==> config.mk <==
export PLATFORM = sky130hd
export DESIGN_NAME = dmem_resp_flat
export DESIGN_NICKNAME = d
export VERILOG_FILES = /design/src/rtl/dmem_resp_if.sv /design/src/rtl/dmem_resp.sv /design/src/flat_wrapper.sv
export SDC_FILE = /design/constraint.sdc
export NUM_CORES = 2
export LEC_CHECK = 0
export CAP_MARGIN = 20
export CELL_PAD_IN_SITES_DETAIL_PLACEMENT = 0
export CELL_PAD_IN_SITES_GLOBAL_PLACEMENT = 1
export CORE_MARGIN = 2
export CORE_UTILIZATION = 55
export CTS_BUF_LIST = sky130_fd_sc_hd__clkbuf_4
export DETAILED_ROUTE_END_ITERATION = 16
export PLACE_DENSITY = 0.82
export REMOVE_ABC_BUFFERS = 1
export SYNTH_ARGS = -nofsm -noshare
export SYNTH_HDL_FRONTEND = slang
export SYNTH_SLANG_ARGS = --single-unit
==> constraint.sdc <==
create_clock -name clk -period 8.2 [get_ports clk]
set_input_delay 1.64 -clock clk [delete_from_list [all_inputs] [get_ports clk]]
set_output_delay 1.64 -clock clk [all_outputs]
set_load 0.02 [all_outputs]
==> src/rtl/dmem_resp_if.sv <==
// Data-memory request/response bundle between processor and dmem_resp.
// Ports: memwrite/memread/dataadr/writedata in; readdata/ready/flags out.
interface dmem_resp_if;
  logic        memwrite;
  logic        memread;
  logic [31:0] dataadr;
  logic [31:0] writedata;
  logic [31:0] readdata;
  logic        ready;
  logic        misalign;
  logic        pass;
  logic        fail;

  modport master (
    output memwrite,
    output memread,
    output dataadr,
    output writedata,
    input  readdata,
    input  ready,
    input  misalign,
    input  pass,
    input  fail
  );

  modport slave (
    input  memwrite,
    input  memread,
    input  dataadr,
    input  writedata,
    output readdata,
    output ready,
    output misalign,
    output pass,
    output fail
  );
endinterface

==> src/rtl/dmem_resp.sv <==
// Wait-stated word memory with a ready pulse and sticky write checker.
// Ports: clk, reset (async active-low), bus (dmem_resp_if.slave).
// Define DMEM_RESP_CHECK_EN to build the pass/fail checker.
module dmem_resp #(
  parameter int unsigned WORDS    = 64,
  parameter int unsigned WAIT     = 2,
  parameter logic [31:0] CHK_ADDR = 32'd84,
  parameter logic [31:0] CHK_DATA = 32'd7,
  parameter logic [31:0] IGN_ADDR = 32'd80
) (
  input logic         clk,
  input logic         reset,
  dmem_resp_if.slave  bus
);

  localparam int unsigned IW = $clog2(WORDS);
  localparam logic [3:0] CNT_INIT = 4'(WAIT - 1);

  typedef enum logic [1:0] {
    S_IDLE = 2'd0,
    S_WAIT = 2'd1,
    S_RESP = 2'd2
  } state_t;

  state_t          state;
  state_t          nstate;
  logic [3:0]      cnt;
  logic            op_wr;
  logic            op_mis;
  logic [IW-1:0]   idx;
  logic [31:0]     wdata;
  logic            mis_q;
  logic [31:0]     mem [WORDS];

  logic            req;
  logic            mis_in;
  logic            commit;

  assign req    = bus.memwrite | bus.memread;
  assign mis_in = |bus.dataadr[1:0];
  assign commit = (state == S_RESP) & op_wr & ~op_mis;

  always_ff @(posedge clk or negedge reset) begin
    if (!reset) state <= S_IDLE;
    else        state <= nstate;
  end

  always_comb begin
    nstate = state;
    unique case (state)
      S_IDLE: if (req) nstate = S_WAIT;
      S_WAIT: if (cnt == 4'd0) nstate = S_RESP;
      S_RESP: nstate = S_IDLE;
      default: nstate = S_IDLE;
    endcase
  end

  always_comb begin
    bus.ready    = 1'b0;
    bus.readdata = 32'd0;
    if (state == S_RESP) begin
      bus.ready = 1'b1;
      if (!op_wr && !op_mis) bus.readdata = mem[idx];
    end
  end

  // Request is captured only in IDLE; the bus may change freely afterwards.
  always_ff @(posedge clk or negedge reset) begin
    if (!reset) begin
      cnt    <= 4'd0;
      op_wr  <= 1'b0;
      op_mis <= 1'b0;
      idx    <= '0;
      wdata  <= 32'd0;
      mis_q  <= 1'b0;
    end else begin
      unique case (state)
        S_IDLE: begin
          if (req) begin
            cnt    <= CNT_INIT;
            op_wr  <= bus.memwrite;
            op_mis <= mis_in;
            idx    <= bus.dataadr[IW+1:2];
            wdata  <= bus.writedata;
            if (mis_in) mis_q <= 1'b1;
          end
        end
        S_WAIT: begin
          if (cnt != 4'd0) cnt <= cnt - 4'd1;
        end
        default: ;
      endcase
    end
  end

  // Array is not reset; a reset forces IDLE so an abandoned write never lands.
  always_ff @(posedge clk) begin
    if (commit) mem[idx] <= wdata;
  end

  assign bus.misalign = mis_q;

`ifdef DMEM_RESP_CHECK_EN
  logic [31:0] addr_q;
  logic        pass_q;
  logic        fail_q;

  always_ff @(posedge clk or negedge reset) begin
    if (!reset)                   addr_q <= 32'd0;
    else if (state == S_IDLE && req) addr_q <= bus.dataadr;
  end

  always_ff @(posedge clk or negedge reset) begin
    if (!reset) begin
      pass_q <= 1'b0;
      fail_q <= 1'b0;
    end else if (commit) begin
      if (addr_q == CHK_ADDR) begin
        if (wdata == CHK_DATA) pass_q <= 1'b1;
        else                   fail_q <= 1'b1;
      end else if (addr_q != IGN_ADDR) begin
        fail_q <= 1'b1;
      end
    end
  end

  assign bus.pass = pass_q;
  assign bus.fail = fail_q;
`else
  logic unused_adr;
  assign unused_adr = ^bus.dataadr[31:IW+2];
  assign bus.pass   = 1'b0;
  assign bus.fail   = 1'b0;
`endif

endmodule
==> src/flat_wrapper.sv <==
// flat-port wrapper written by rule: the top's interface ports become plain ports
module dmem_resp_flat 
#(
  parameter int unsigned WORDS    = 64,
  parameter int unsigned WAIT     = 2,
  parameter logic [31:0] CHK_ADDR = 32'd84,
  parameter logic [31:0] CHK_DATA = 32'd7,
  parameter logic [31:0] IGN_ADDR = 32'd80
)
  (clk, reset, bus_memwrite, bus_memread, bus_dataadr, bus_writedata, bus_readdata, bus_ready, bus_misalign, bus_pass, bus_fail);
  dmem_resp_if bus_i ();
  input logic clk;
  input logic reset;
  input wire logic [$bits(bus_i.memwrite)-1:0] bus_memwrite;
  input wire logic [$bits(bus_i.memread)-1:0] bus_memread;
  input wire logic [$bits(bus_i.dataadr)-1:0] bus_dataadr;
  input wire logic [$bits(bus_i.writedata)-1:0] bus_writedata;
  output wire logic [$bits(bus_i.readdata)-1:0] bus_readdata;
  output wire logic [$bits(bus_i.ready)-1:0] bus_ready;
  output wire logic [$bits(bus_i.misalign)-1:0] bus_misalign;
  output wire logic [$bits(bus_i.pass)-1:0] bus_pass;
  output wire logic [$bits(bus_i.fail)-1:0] bus_fail;
  assign bus_i.memwrite = bus_memwrite;
  assign bus_i.memread = bus_memread;
  assign bus_i.dataadr = bus_dataadr;
  assign bus_i.writedata = bus_writedata;
  assign bus_readdata = bus_i.readdata;
  assign bus_ready = bus_i.ready;
  assign bus_misalign = bus_i.misalign;
  assign bus_pass = bus_i.pass;
  assign bus_fail = bus_i.fail;
  dmem_resp #(.WORDS(WORDS), .WAIT(WAIT), .CHK_ADDR(CHK_ADDR), .CHK_DATA(CHK_DATA), .IGN_ADDR(IGN_ADDR)) u_core (.clk(clk), .reset(reset), .bus(bus_i));
endmodule
== Word level (Yosys, flattened, before mapping) ==
Memory sizes are Yosys's and may differ from the RTL's.
Cells that the tools add are included.

* Add/subtract/negate cells: 1
* $mul: 0
* Div/mod/pow operators: 0
* Order comparisons: 0
* Eq/ne operators: 5
* Shift-type cells: 0
* Muxes and demuxes: 11
* Bitwise operators: 4
* Reduce and logical (&&, ||, !) cells: 12

{| class="wikitable"
|+ Operators by type and width
! operator !! count
|-
| 2-to-1 mux 32 bit || 2
|-
| 2-to-1 mux 4 bit || 2
|-
| one-hot mux 4 bit (2 select lines) || 1
|-
| != test 2 x 1 -> 1 bit, second input constant || 3
|-
| AND reduction 3 bit || 2
|-
| zero test 4 bit || 1
|-
| 2-to-1 mux 2 bit || 2
|-
| one-hot mux 2 bit (2 select lines) || 1
|-
| AND reduction 2 bit || 2
|-
| nonzero test 4 bit || 1
|-
| subtractor 4 x 1 -> 4 bit, second input constant || 1
|-
| 2-to-1 mux 1 bit || 3
|-
| AND 1 bit || 2
|-
| == test 2 x 1 -> 1 bit, second input constant || 1
|-
| == test 2 bit, second input constant || 1
|-
| zero test 1 bit || 2
|-
| zero test 2 bit || 1
|-
| nonzero test 2 bit || 1
|-
| OR reduction 2 bit || 1
|-
| logical AND 1 bit || 1
|-
| NOT 1 bit || 1
|-
| OR 1 bit || 1
|}

* Register bits: 47
* Bits in latches: 0
* RAM bits: 2048
* ROM bits: 0
* Input bits: 68
* Output and inout bits: 36
* Logic and storage cells: 41
* Memories: 1

{| class="wikitable"
|+ Memories
! name !! depth !! bits a word !! rd ports !! clocked after Yosys merged registers in !! wr ports !! RTL line !! source
|-
| u_core.mem || 64 || 32 || 1 || 0 || 1 || dmem_resp.sv:33 || <nowiki>logic [31:0] mem [WORDS];</nowiki>
|}

== Logic depth before layout (Yosys ltp) ==
* Depth in word-level cells: 5
* Mapped depth: 11
* Depth with buffers taken out: 6

== Worst setup path after synthesis ==
Ideal clock, no wire load.

* Path type: register -> output
* From: reg u_core.idx[0]
* To: out bus_readdata[31]
* Arrival time: 2002 ps
* Data required time: 6560 ps
* Setup slack: 4558 ps
* Stages on the path, launching flop included: 11
* Buffers on the path: 5
* Path through: dfrtp_1 > buf_6 > buf_6 > nor2_1 > buf_2 > buf_6 > buf_2 > a22oi_1 > o221ai_1 > o21ai_0 > a41oi_1

* Cells in the longest elaborated chain, start to end: 3

{| class="wikitable"
|+ RTL lines
! element !! RTL line !! source
|-
| start, declared || dmem_resp.sv:30 || <nowiki>logic [IW-1:0] idx;</nowiki>
|-
| start signal, assigned || dmem_resp.sv:83 || <nowiki>idx <= bus.dataadr[IW+1:2];</nowiki>
|-
| memory read (64 x 32 bit) || n/a ||
|-
| 2-to-1 mux 32 bit || dmem_resp.sv:63 || <nowiki>if (!op_wr && !op_mis) bus.readdata = mem[idx];</nowiki>
|-
| 2-to-1 mux 32 bit || dmem_resp.sv:61 || <nowiki>if (state == S_RESP) begin</nowiki>
|-
| end, declared || flat_wrapper.sv:18 || <nowiki>output wire logic [$bits(bus_i.readdata)-1:0] bus_readdata;</nowiki>
|}

Every way passes these cells.

== Final worst setup path ==
* From: reg u_core.idx[2]
* To: out bus_readdata[7]

Same word-level chain as after synthesis.

==> run_results.csv <==
group,metric,value,unit
run_status,outcome,"finished with violations",
run_status,failed_checks,"design-rule violations",
final_layout,fillers,10200,
setup_path,path_class,"reg2out",
grt,overflow,0,
power,peakVddDrop,0.000410,V
grt,grt_util_met3,7.24,%
power,p_leak,28.5,nW
final_layout,drive_gt1_share,23.0,%
timing,slew_viol_final,0,
grt,antenna_found_initial,7,
floorplanning,initial_utilization,55.4,%
clock_tree,cts_resized,0,
clock_tree,cts_made_buffers,531,
routing,wl_per_cell,31.2,um
timing,fmax,129,MHz
power,finalPower,32.6,mW
floorplanning,ios,104,
clock_tree,hold_buffers,0,
setup_path,crit_chain,"nor2b_4 > buf_12 > buf_4 > a221oi_1 > nor2_1 > o21ai_0 > a41oi_1 > clkdlybuf4s50_1",
routing,ant_nets,0,
setup_path,crit_path_start_kind,"register",
clock_tree,worstSkewPairLatency,1.34,ns
timing,relSlewSlack,20.9,%
final_layout,area_growth,12.5,%
clock_tree,cts_tree,"yes",
routing,postRouteWirelength,223000,um
routing,drcViolationCount,1,
routing,drt_pre_antenna_iters,12,
timing,tns,0,ns
routing,vias,48200,
clock_tree,cts_sinks,2095,
synthesis,ys_top_cells_by_area,"edfxtp_1 77%, a221oi_1 5.9%, mux2i_1 2.2%",
grt,grt_max_degree,114,
synthesis,ys_seq_area_share,78.7,%
floorplanning,fp-row-count,139,
grt,busiest_layer,"met2",
timing,skew,0.0845,ns
timing,whs,0.429,ns
timing,period_needed,7.74,ns
worst_hold_path,hold_path_class,"in2async",
final_layout,seqCellArea,0.0627,mm^2
final_layout,design_area,0.0896,mm^2
synthesis,postSynthAreaPerCell,17.7,um^2
setup_path,crit_slowest_cell,"a41oi_1",
setup_path,cpPeakStageDelay,0.89,ns
synthesis,synth.top_cell.area_share,77.3,%
floorplanning,floorplan.die.width,384,um
setup_path,cp_data_required_time,6.56,ns
synthesis,ys.flop_type,"edfxtp_1",
synthesis,synth_largest_area_cell,"edfxtp_1",
setup_path,cp-end-kind,"primary output",
setup_path,cp_max_fo,47,
timing,hold_viol,0,
synthesis,yosysMostFrequentCell,"edfxtp_1",
placed_design,post_dp_cell_area,0.0830,mm^2
grt,gr-usage-all-layers,29.9,%
setup_path,arrival,6.10,ns
power,p_per_area,364,mW/mm^2
floorplanning,core_area,0.144,mm^2
synthesis,synth-edff-count,2048,
placed_design,place_congestion,0.819,
routing,routed_via_density,6.73,
placed_design,hpwlAfterDp,119000,um
placed_design,numPortBuffers,77,
synthesis,ys_top_cells_by_count,"2048 x edfxtp_1, 537 x a221oi_1, 325 x nor2_1, 189 x buf_2, 173 x mux2i_1",
floorplanning,die-area,0.148,mm^2
synthesis,yosysWarnings,0,
grt,use_met2,45.5,%
synthesis,async_flop_share,2.24,%
synthesis,synth.distinct_cells,59,
clock_tree,postCtsSetupBuffers,0,
final_layout,multi_input_area,0.0156,mm^2
clock_tree,htree_levels,6,
synthesis,netlist_instances,4495,
timing,fin_crit_sh,94.3,%
clock_tree,cts-root-buf,"clkbuf_4",
clock_tree,clk_pin_slew_worst_paths,0.06,ns
job,drv_cap,0,
grt,grt_pass1_vias,47300,
timing,setup_viol,0,
routing,drt_iter0_markers,7117,
clock_tree,clk_path_buf_depth,4,
floorplanning,die_y,384,um
synthesis,netlist_area,0.0796,mm^2
grt,grt_pass1_wl,318000,um
synthesis,synth_seq_cells,2095,
grt,grt.met1_usage,40.3,%
final_layout,fin_nets,5006,
timing,rsz0062_at_grt,"no",
timing,tightest_slew,1.19,ns
final_layout,post-route-util,62.3,%
==> stage by stage <==
step           std cells  setup slack, ns
4_1_cts             7149            0.549
2_1_floorplan       4143           -13.35
6_report            7164            0.465
5_1_grt             7164            0.375
3_3_place_gp        6293             2.01
3_5_place_dp        6295             2.02
==> critical path: cells and delay by family, from the launching register on <==
family	cells	cell delay (ns)
AND/OR/NAND/NOR	2	0.96
AO/OA/AOI/OAI	3	1.19
buffers and inverters	3	1.55
flip-flops	1	0.88
==> power by group <==
part	internal, mW	leakage (nW)	total (mW)	switching (mW)
combinational	2.99	5.74	9.96	6.97
clock	4.53	3.84	8.50	3.98
sequential	13.5	18.9	14.1	0.626
total	21.0	28.5	32.6	11.6
==> sequential cells by signal (all words and copies together), names as in the netlist <==
register,flops
u_core.bus.misalign,1
u_core.cnt,4
u_core.wdata,32
u_core.idx,6
u_core.mem,2048
u_core.op_mis,1
u_core.state,2
u_core.op_wr,1
==> kinds of logic (layout without fill, tap and decap cells) <==
group           after synthesis  in the layout  synth area share [%]
flops                      2095           2095                  78.7
compound gates             1267           1267                  12.0
simple gates                502            502                  2.73
buf+inv                     360           1122                  2.43
mux                         267            267                  4.09
xor+xnor                      2              2                0.0220
fa+ha+maj                     1              1                0.0157
other cells                   1              5               0.00471
==> metal layers <==
metal	routed length, um	share of wire (%)
met5	28	0.013
met4	11600	5.2
met3	26500	12
met2	104000	46
met1	81500	36
==> worst paths after layout <==
check / end / start / cells past startpoint / slack (ns)
min in group clk: u_core.bus.misalign / u_core.bus.misalign / 1 / 0.47
hold / removal: u_core.idx[1] / reset / 2 / 0.43
setup / recovery: bus_readdata[7] / u_core.idx[2] / 8 / 0.46
max in group asynchronous: u_core.wdata[1] / reset / 2 / 7.14
setup reg to reg: u_core.mem[17][21] / u_core.idx[1] / 6 / 3.74
hold reg to reg: u_core.bus.misalign / u_core.bus.misalign / 1 / 0.47
==> layout by cell type (no fill, tap or decap), types with 4 or more instances in the layout <==
cell             netlist  final
edfxtp_1            2048   2048
clkbuf_4               0    764
a221oi_1             537    537
nor2_1               325    258
mux2i_1              173    173
buf_4                 34    154
o21ai_0              152    152
a21oi_1              134    134
a22oi_1              125    125
a22o_1               115    115
o22ai_1              111    111
nand2_1               80     80
clkdlybuf4s50_1        0     76
nor2_4                 1     67
clkinv_1               0     54
mux2_2                53     53
mux4_2                41     41
dfrtp_2                0     32
buf_12                 0     29
o21a_1                26     26
and4_1                17     17
inv_2                  2     17
a41oi_1               16     16
and3_1                14     14
a211oi_1              13     13
o22a_1                13     13
nor4_1                13     13
dfrtp_1               47     12
nor3_1                12      9
bufinv_16              0      9
nand3_1               10      8
clkinv_2               0      8
a31oi_1                6      6
inv_1                  5      5
nor2b_4                2      5
nand2b_1               6      5
o221ai_1               5      5
nor3_2                 1      4
or2_2                  4      4
==> area by class of cell <==
cell class | count | area share [%]
multi-input combinational | 2041 | 17.4
clock inverter | 90 | 0.664
inverter | 7 | 0.0405
antenna | 3 | 0.00838
timing repair buffer | 261 | 2.81
clock buffer | 764 | 6.40
tap | 1903 | 2.66
sequential | 2095 | 70.0
No activity file was read; power rests on OpenSTA's default activity.
